===== config.mk =====
export PLATFORM = sky130hd
export DESIGN_NAME = usb_fs_in_rr_arb_flat
export DESIGN_NICKNAME = d
export VERILOG_FILES = /design/src/rtl/usb_fs_in_rr_arb_pkg.sv /design/src/rtl/usb_fs_in_rr_arb_if.sv /design/src/rtl/usb_fs_in_rr_arb_rr_pick.sv /design/src/rtl/usb_fs_in_rr_arb.sv /design/src/flat_wrapper.sv
export SDC_FILE = /design/constraint.sdc
export NUM_CORES = 1
export LEC_CHECK = 0
export CAP_MARGIN = 25
export CORE_AREA = 2 2 53 55
export CTS_BUF_LIST = sky130_fd_sc_hd__clkbuf_4
export DETAILED_ROUTE_END_ITERATION = 8
export DIE_AREA = 0 0 55 57
export PLACE_DENSITY = 0.78
export SLEW_MARGIN = 25
export SYNTH_ARGS = -nofsm -noshare
export SYNTH_HDL_FRONTEND = slang
export SYNTH_SLANG_ARGS = --single-unit

===== constraint.sdc =====
create_clock -name clk -period 2.1 [get_ports clk]
set_input_delay 0.315 -clock clk [delete_from_list [all_inputs] [get_ports clk]]
set_output_delay 0.315 -clock clk [all_outputs]
set_load 0.01 [all_outputs]

===== src/rtl/usb_fs_in_rr_arb_pkg.sv =====
// Shared types for the full-speed IN-endpoint round-robin arbiter.
package usb_fs_in_rr_arb_pkg;

    // Arbiter state encodings, reused by the other USB FS blocks.
    typedef enum logic [1:0] {
        ARB_IDLE    = 2'd0,
        ARB_GRANTED = 2'd1,
        ARB_RELEASE = 2'd2
    } arb_state_e;

    // Endpoint index width; a single endpoint still needs one bit.
    function automatic int idx_width(input int n);
        return (n <= 1) ? 1 : $clog2(n);
    endfunction

endpackage


===== src/rtl/usb_fs_in_rr_arb_if.sv =====
// Bundle of endpoint-side and engine-side signals around the IN arbiter.
interface usb_fs_in_rr_arb_if
    import usb_fs_in_rr_arb_pkg::*;
#(
    parameter int NUM_IN_EPS = 4,
    parameter int IDX_W      = idx_width(NUM_IN_EPS)
);
    logic [NUM_IN_EPS-1:0]   in_ep_req;
    logic [NUM_IN_EPS-1:0]   in_ep_grant;
    logic [NUM_IN_EPS*8-1:0] in_ep_data;
    logic [7:0]              arb_in_ep_data;
    logic                    pe_busy;
    logic                    grant_valid;
    logic [IDX_W-1:0]        grant_idx;

    // Arbiter side.
    modport slave (
        input  in_ep_req, in_ep_data, pe_busy,
        output in_ep_grant, arb_in_ep_data, grant_valid, grant_idx
    );

    // Endpoints / protocol engine side.
    modport master (
        output in_ep_req, in_ep_data, pe_busy,
        input  in_ep_grant, arb_in_ep_data, grant_valid, grant_idx
    );
endinterface


===== src/rtl/usb_fs_in_rr_arb_rr_pick.sv =====
// Combinational round-robin picker: first set request at or after ptr,
// wrapping from N-1 to 0. Rotate, priority-encode, unrotate.
module usb_fs_rr_pick
    import usb_fs_in_rr_arb_pkg::*;
#(
    parameter int N     = 4,
    parameter int IDX_W = idx_width(N)
) (
    input  logic [N-1:0]     req_i,
    input  logic [IDX_W-1:0] ptr_i,
    output logic             found_o,
    output logic [IDX_W-1:0] idx_o
);
    logic [2*N-1:0]   dbl;
    logic [N-1:0]     rot;
    logic [IDX_W-1:0] off;
    logic [IDX_W:0]   sum;

    // Rotate so ptr lands at bit 0, take the lowest set bit, then add ptr back modulo N.
    always_comb begin
        dbl     = {req_i, req_i};
        rot     = dbl[ptr_i +: N];
        found_o = 1'b0;
        off     = '0;
        for (int i = N - 1; i >= 0; i--) begin
            if (rot[i]) begin
                found_o = 1'b1;
                off     = IDX_W'(i);
            end
        end
        sum = {1'b0, ptr_i} + {1'b0, off};
        if (sum >= (IDX_W+1)'(N)) begin
            sum = sum - (IDX_W+1)'(N);
        end
        idx_o = sum[IDX_W-1:0];
    end
endmodule


===== src/rtl/usb_fs_in_rr_arb.sv =====
// Registered round-robin arbiter sharing the IN data path among IN endpoints.
// A grant is held for the whole transfer and while the engine is mid-packet,
// followed by one grant-free release cycle before the next arbitration.
module usb_fs_in_rr_arb
    import usb_fs_in_rr_arb_pkg::*;
#(
    parameter int NUM_IN_EPS = 4,
    parameter int IDX_W      = idx_width(NUM_IN_EPS)
) (
    input  logic               clk,
    input  logic               reset_n,
    usb_fs_in_rr_arb_if.slave  bus
);
    arb_state_e              state_q;
    logic [IDX_W-1:0]        rr_ptr_q;
    logic [IDX_W-1:0]        rr_ptr_d;
    logic [NUM_IN_EPS-1:0]   grant_q;
    logic [IDX_W-1:0]        idx_q;
    logic                    valid_q;

    logic                    pick_found;
    logic [IDX_W-1:0]        pick_idx;
    logic [NUM_IN_EPS-1:0]   pick_onehot;
    logic                    hold;
    logic [7:0]              data_mux;

    usb_fs_rr_pick #(
        .N     (NUM_IN_EPS),
        .IDX_W (IDX_W)
    ) u_pick (
        .req_i   (bus.in_ep_req),
        .ptr_i   (rr_ptr_q),
        .found_o (pick_found),
        .idx_o   (pick_idx)
    );

    // Winner as one-hot, next pointer after the current holder, and hold condition.
    always_comb begin
        pick_onehot = '0;
        for (int i = 0; i < NUM_IN_EPS; i++) begin
            if (pick_idx == IDX_W'(i)) begin
                pick_onehot[i] = 1'b1;
            end
        end
        if (idx_q == IDX_W'(NUM_IN_EPS - 1)) begin
            rr_ptr_d = '0;
        end else begin
            rr_ptr_d = idx_q + IDX_W'(1);
        end
        // grant_q is one-hot on idx_q, so this is req[grant_idx].
        hold = (|(grant_q & bus.in_ep_req)) | bus.pe_busy;
    end

    // Arbiter FSM with registered grant outputs.
    always_ff @(posedge clk) begin
        if (!reset_n) begin
            state_q  <= ARB_IDLE;
            rr_ptr_q <= '0;
            grant_q  <= '0;
            idx_q    <= '0;
            valid_q  <= 1'b0;
        end else begin
            case (state_q)
                ARB_IDLE: begin
                    // pe_busy deliberately not consulted: the engine NAKs if no data is ready.
                    if (pick_found) begin
                        grant_q <= pick_onehot;
                        idx_q   <= pick_idx;
                        valid_q <= 1'b1;
                        state_q <= ARB_GRANTED;
                    end
                end
                ARB_GRANTED: begin
                    if (!hold) begin
                        grant_q  <= '0;
                        valid_q  <= 1'b0;
                        rr_ptr_q <= rr_ptr_d;
                        state_q  <= ARB_RELEASE;
                    end
                end
                ARB_RELEASE: begin
                    state_q <= ARB_IDLE;
                end
                default: begin
                    grant_q <= '0;
                    valid_q <= 1'b0;
                    state_q <= ARB_IDLE;
                end
            endcase
        end
    end

    // Zero-latency data mux toward the engine; forced to zero with no grant.
    always_comb begin
        data_mux = 8'h00;
        if (valid_q) begin
            for (int i = 0; i < NUM_IN_EPS; i++) begin
                if (idx_q == IDX_W'(i)) begin
                    data_mux = bus.in_ep_data[8*i +: 8];
                end
            end
        end
    end

    assign bus.in_ep_grant    = grant_q;
    assign bus.grant_valid    = valid_q;
    assign bus.grant_idx      = idx_q;
    assign bus.arb_in_ep_data = data_mux;

endmodule


===== src/flat_wrapper.sv =====
// flat-port wrapper written by rule: the top's interface ports become plain ports
module usb_fs_in_rr_arb_flat import usb_fs_in_rr_arb_pkg::*;
#(
    parameter int NUM_IN_EPS = 4,
    parameter int IDX_W      = idx_width(NUM_IN_EPS)
)
  (clk, reset_n, bus_in_ep_req, bus_in_ep_data, bus_pe_busy, bus_in_ep_grant, bus_arb_in_ep_data, bus_grant_valid, bus_grant_idx);
  usb_fs_in_rr_arb_if #(.NUM_IN_EPS(NUM_IN_EPS), .IDX_W(IDX_W)) bus_i ();
  input  logic clk;
  input  logic reset_n;
  input wire logic [$bits(bus_i.in_ep_req)-1:0] bus_in_ep_req;
  input wire logic [$bits(bus_i.in_ep_data)-1:0] bus_in_ep_data;
  input wire logic [$bits(bus_i.pe_busy)-1:0] bus_pe_busy;
  output wire logic [$bits(bus_i.in_ep_grant)-1:0] bus_in_ep_grant;
  output wire logic [$bits(bus_i.arb_in_ep_data)-1:0] bus_arb_in_ep_data;
  output wire logic [$bits(bus_i.grant_valid)-1:0] bus_grant_valid;
  output wire logic [$bits(bus_i.grant_idx)-1:0] bus_grant_idx;
  assign bus_i.in_ep_req = bus_in_ep_req;
  assign bus_i.in_ep_data = bus_in_ep_data;
  assign bus_i.pe_busy = bus_pe_busy;
  assign bus_in_ep_grant = bus_i.in_ep_grant;
  assign bus_arb_in_ep_data = bus_i.arb_in_ep_data;
  assign bus_grant_valid = bus_i.grant_valid;
  assign bus_grant_idx = bus_i.grant_idx;
  usb_fs_in_rr_arb #(.NUM_IN_EPS(NUM_IN_EPS), .IDX_W(IDX_W)) u_core (.clk(clk), .reset_n(reset_n), .bus(bus_i));
endmodule

; Word level (Yosys, flattened, before mapping)
; Cells that the tools add are included.
[word_totals]
reg_bits = 11
in_bits = 39
word_cells = 60
[classes]
addsub = 3
order_cmp = 1
eq_ne = 10
n_shift = 1
n_mux = 28
bitwise_logic = 4
n_reduce_logical = 8
[op_table]
columns = cell, count
row1 = two-way mux 8 bit, 5
row2 = two-way mux 2 bit, 8
row3 = one-hot mux 4 bit (3 select lines), 1
row4 = == test 2 bit (second input constant), 5
row5 = two-way mux 1 bit, 10
row6 = two-way mux 4 bit, 2
row7 = indexed part select 8 x 3 -> 4 bit, 1
row8 = == test 2 x 1 -> 1 bit (second input constant), 3
row9 = logical NOT 2 bit, 3
row10 = AND reduction 2 bit, 3
row11 = AND 4 bit, 1
row12 = one-hot mux 2 bit (2 select lines), 1
row13 = OR reduction 4 bit, 1
row14 = adder 2 x 2 -> 3 bit, 1
row15 = >= comparator 3 bit (second input constant), 1
row16 = one-hot mux 1 bit (3 select lines), 1
row17 = AND reduction 3 bit, 1
row18 = adder 2 x 1 -> 2 bit (second input constant), 1
row19 = inequality test 2 x 1 -> 1 bit (second input constant), 1
row20 = inequality test 2 bit (second input constant), 1
row21 = inverter 1 bit, 2
row22 = subtractor 2 x 1 -> 2 bit (second input constant), 1
row23 = OR 1 bit, 1

; Logic depth before layout (Yosys ltp)
[logic_depth]
word_depth = 12
depth_mapped = 9
ltp_nobuf = 8

; Modules after synthesis
; A second synthesis with hierarchy kept.
[unflattened]
hier_cells = 144
hier_area_um2 = 1087.3
[by_module_without_submodules]
columns = module, instances, cells_each, area_each_um2, seq_area_each_um2
row1 = usb_fs_in_rr_arb, 1, 121, 907.1, 220.2
row2 = usb_fs_rr_pick, 1, 23, 180.2, 0.0

; Worst setup path after synthesis
; Ideal clock, no wire load.
[synth_path]
path_type = register to output
from = register u_core.idx_q[1], in the netlist u_core.bus.grant_idx[1]
to = output port bus_arb_in_ep_data[5]
arrival_ps = 1646
t_required_ps = 1785
setup_slack_ps = 139
stages_incl_launch_ff = 10
cell_sequence = dfxtp_1 inv_1 ha_1 clkbuf_1 nor2b_1 clkbuf_1 a221oi_1 nor3_1 a21oi_1 nor2b_1
[synth_via]
elab_chain_len = 6
elab_cells_between_ends = 9
cone_classes = eq/ne: 3 / mux: 5 / reduce/logical: 1
[synth_lines]
columns = element, line
row1 = from (decl), usb_fs_in_rr_arb.sv:18  ; logic [IDX_W-1:0] idx_q;
row2 = from (signal assigned), usb_fs_in_rr_arb.sv:68  ; idx_q <= pick_idx;
row3 = logical NOT 2 bit, usb_fs_in_rr_arb.sv:98  ; if (idx_q == IDX_W'(i)) begin
row4 = two-way mux 8 bit (3 in series), usb_fs_in_rr_arb.sv:98
row5 = two-way mux 8 bit (*), usb_fs_in_rr_arb.sv:98
row6 = two-way mux 8 bit (*), usb_fs_in_rr_arb.sv:96  ; if (valid_q) begin
row7 = to (decl), flat_wrapper.sv:15  ; output wire logic [$bits(bus_i.arb_in_ep_data)-1:0] bus_arb_in_ep_data;
; Every way passes the cells marked *; elsewhere a longest branch is shown, timed or not.

; Final worst setup path
[layout_path]
from = register u_core.idx_q[0], in the netlist u_core.bus.grant_idx[0]
to = output port bus_arb_in_ep_data[7]
; Same word-level chain as after synthesis.

==> flow_metrics.tcl <==
set metrics [dict create \
    layout_min_cycle_time_ns 2.14 \
    p_sw_uw 418 \
    syn_avg_cell_area_sq_um 7.52 \
    finalSetupViolCount 2 \
    drt-total-wl_mm 3.49 \
    ys_seq_area_frac 0.232 \
    syn_area_sq_um 947 \
    port_buffers 53 \
    grt_max_degree 18 \
    comb_power_share 0.618 \
    fin_cells 227 \
    antenna_found_initial 0 \
    hold_depth 2 \
    top_usage_layer "met2" \
    cts_tree "yes" \
    slew_headroom 0.616 \
    status "finished with violations" \
    drive_gt1_frac 0.291 \
    vias_per_cell 5.52 \
    r2r-start "u_core.rr_ptr_q[0]" \
    muxShareOfSynthArea 0.0211 \
    rsz0062_at_grt "yes" \
    fin_worst_skew_ns 0.00374 \
    crit_type "reg2out" \
    p_int_uw 726 \
    track_usage 0.207 \
    hold_end "u_core.bus.in_ep_grant[3]" \
    max_freq_mhz 466 \
    hpwlAfterDp_mm 2.46 \
    power.density_nw_per_um2 635 \
    cts-root-buf "clkbuf_4" \
    clockBufferDepth 2 \
    antenna_cells 0 \
    die_x_um 55 \
    worst_slack_ns -0.0441 \
    ys_ff_latch 11 \
    max_cap_viol_count 0 \
    use_met1 0.230 \
    synthXorXnorAreaFrac 0.0185 \
    synth_ff_type "dfxtp_1" \
    num_rows 19 \
    clk_pin_slew_ns 0.07 \
    finalHoldViolCount 0 \
    yosysWarnings 0 \
    drt-initial-drc-count 41 \
    p_clk_frac 0.138 \
    syn_nets 170 \
    worst_setup_path_start_kind "register" \
    period_share 1.02 \
    detail-route-antenna-nets 0 \
    initial_core_util 0.362 \
    cts_inserted_buffers 3 \
    first_global_vias 1210 \
    cp.arrival_ns 1.83 \
    worst_slew_pin_slew_ns 0.572 \
    dr.pass1.iters 4 \
    hold_class "reg2reg" \
    p_sw_frac 0.366 \
    seqPwrFrac 0.244 \
    grt_pass1_wl_mm 5.02 \
    wl_per_cell_um 15.4 \
    io_pins 54 \
    dieHeight_um 57 \
    met3_usage 0.0445 \
    p_leak_nw 0.745 \
    synthSimpleGateAreaFrac 0.321 \
    overflow 0 \
    synthCells 126 \
    gp_congestion 0.916 \
    synthDistinctLibCells 34 \
    synth_top_family_by_area "simple AND/OR/NAND/NOR gates" \
    postSynth.asyncResetShare 0 \
    violations "negative setup slack" \
    utilization 0.689 \
    syn_to_final_growth_pct 90.1 \
    rrSetupSlack_ns 0.19 \
    clock_latency_ns 0.27 \
    drc_errors 0 \
    end_kind "output pin" \
    cts.sinks 11 \
    coreArea_sq_um 2620 \
    reg2regPathDepth 6 \
    cp_max_fo 6 \
    hp-start "u_core.bus.in_ep_grant[3]" \
    synth_compound_area_frac 0.275 \
    worst_ep_required_time_ns 1.78 \
    synth_edf_count 0 \
    nNetsFinal 241 \
    synthAdderAreaFrac 0.0661 \
    grtUsageMet2 0.395 \
    vias 1252 \
    placed_cells 217 \
    dieArea_sq_um 3140 \
    htree_levels 1 \
    peakVddDrop_uv 495 \
    r2r-end "u_core.bus.in_ep_grant[1]" \
    maxSlewViolCount 0 \
]
kinds of logic after synthesis:
group	after synthesis
xor+xnor	2
flops	11
simple gates	55
fa+ha+maj	5
mux	2
compound gates	37
buf+inv	14
routing by layer:
metal  routed length (um)  vias up
met3                  430        4
li1                     -      607
met5                    0        -
met1                 1300      565
met4                   23        0
met2                 1740       76
Yosys cell counts (2+ instances only):
| cell | instances | area [sq um] |
|---|---|---|
| nor2b_1 | 16 | 100 |
| a21oi_1 | 13 | 65.1 |
| nor2_1 | 12 | 45.0 |
| dfxtp_1 | 11 | 220 |
| nor3_1 | 9 | 45.0 |
| a221oi_1 | 7 | 61.3 |
| inv_1 | 6 | 22.5 |
| nand2_1 | 6 | 22.5 |
| clkbuf_1 | 5 | 18.8 |
| ha_1 | 5 | 62.6 |
| o21ai_0 | 4 | 20.0 |
| o32ai_1 | 3 | 26.3 |
| buf_2 | 2 | 10.0 |
| mux2i_1 | 2 | 20.0 |
| nand2b_1 | 2 | 12.5 |
| nand3_1 | 2 | 10.0 |
| nand3b_1 | 2 | 15.0 |
| o211ai_1 | 2 | 15.0 |
| xnor2_1 | 2 | 17.5 |
layout make-up:
type                    count  area, sq um
fillers                   210          815
repair buffers             74          681
flip-flops and latches     11          226
clock buffers               4         30.0
well taps                  31         38.8
inverters                   6         27.5
multi-input cells         101          797
what timing repair did:
action | CTS | global route
endpoints found under the setup margin | 9 | 12
hold buffers | 0 | 0
resized for setup | 37 | 29
pin swaps | 5 | 11
setup buffers | 3 | 3
endpoints found under the hold margin | 0 | 0
layout by cell type, fill, tap and decap left out, types with 3 or more instances in the layout:
cell	netlist	final
a21oi_1	13	11
a221oi_2	0	6
buf_2	2	5
buf_4	0	17
clkbuf_2	0	3
clkbuf_4	0	4
clkdlybuf4s50_1	0	43
dfxtp_1	11	8
ha_4	0	3
inv_1	6	4
nand2_1	6	6
nor2_1	12	12
nor2b_1	16	15
nor3_1	9	7
o21ai_0	4	3
o32ai_1	3	3
stage by stage:
stage	hold slack [ns]	setup TNS, ns	setup WS [ns]	instance area (sq um)	power, mW
finish	0.500	-0.0473	-0.0441	1800	1.14
global route	0.530	-0.391	-0.116	1800	1.21
CTS	0.491	-0.265	-0.0696	1700	1.04
detailed placement	0.480	-3.04	-0.299	1600	0.822
global placement	0.477	-2.06	-0.184	1600	0.803
floorplan	0.453	0	0.139	947	0.556
critical path, stage by stage, from the launching register on:
cell and delay (ns):
dfxtp_4 0.39, inv_4 0.05, ha_4 0.15, nor2b_4 0.15, buf_4 0.14, a221oi_2 0.24
nor3_2 0.08, a21oi_1 0.17, nor2b_1 0.08, clkbuf_2 0.13
flip-flops by register name, indices dropped and copies added (netlist names):
signal / flops
u_core.bus.in_ep_grant: 4
u_core.bus.grant_idx: 2
u_core.state_q: 2
u_core.rr_ptr_q: 2
u_core.bus.grant_valid: 1
power by group through the flow:
stage | sequential, mW | combinational (mW) | clock [mW]
6_report | 0.279 | 0.707 | 0.158
5_1_grt | 0.284 | 0.757 | 0.171
4_1_cts | 0.272 | 0.610 | 0.160
3_3_place_gp | 0.273 | 0.530 | 0
3_5_place_dp | 0.275 | 0.548 | 0
2_1_floorplan | 0.275 | 0.282 | 0
worst max-delay path by stage:
stage,from,endpoint
after floorplan,u_core.bus.grant_idx[1],bus_arb_in_ep_data[5]
after global placement,u_core.bus.grant_idx[0],bus_arb_in_ep_data[3]
after detailed placement,u_core.bus.grant_idx[0],bus_arb_in_ep_data[0]
after CTS,u_core.bus.grant_idx[0],bus_arb_in_ep_data[7]
after global routing,u_core.bus.grant_idx[0],bus_arb_in_ep_data[2]
final,u_core.bus.grant_idx[0],bus_arb_in_ep_data[7]
Note: power is estimated with default switching activity, not from simulation.
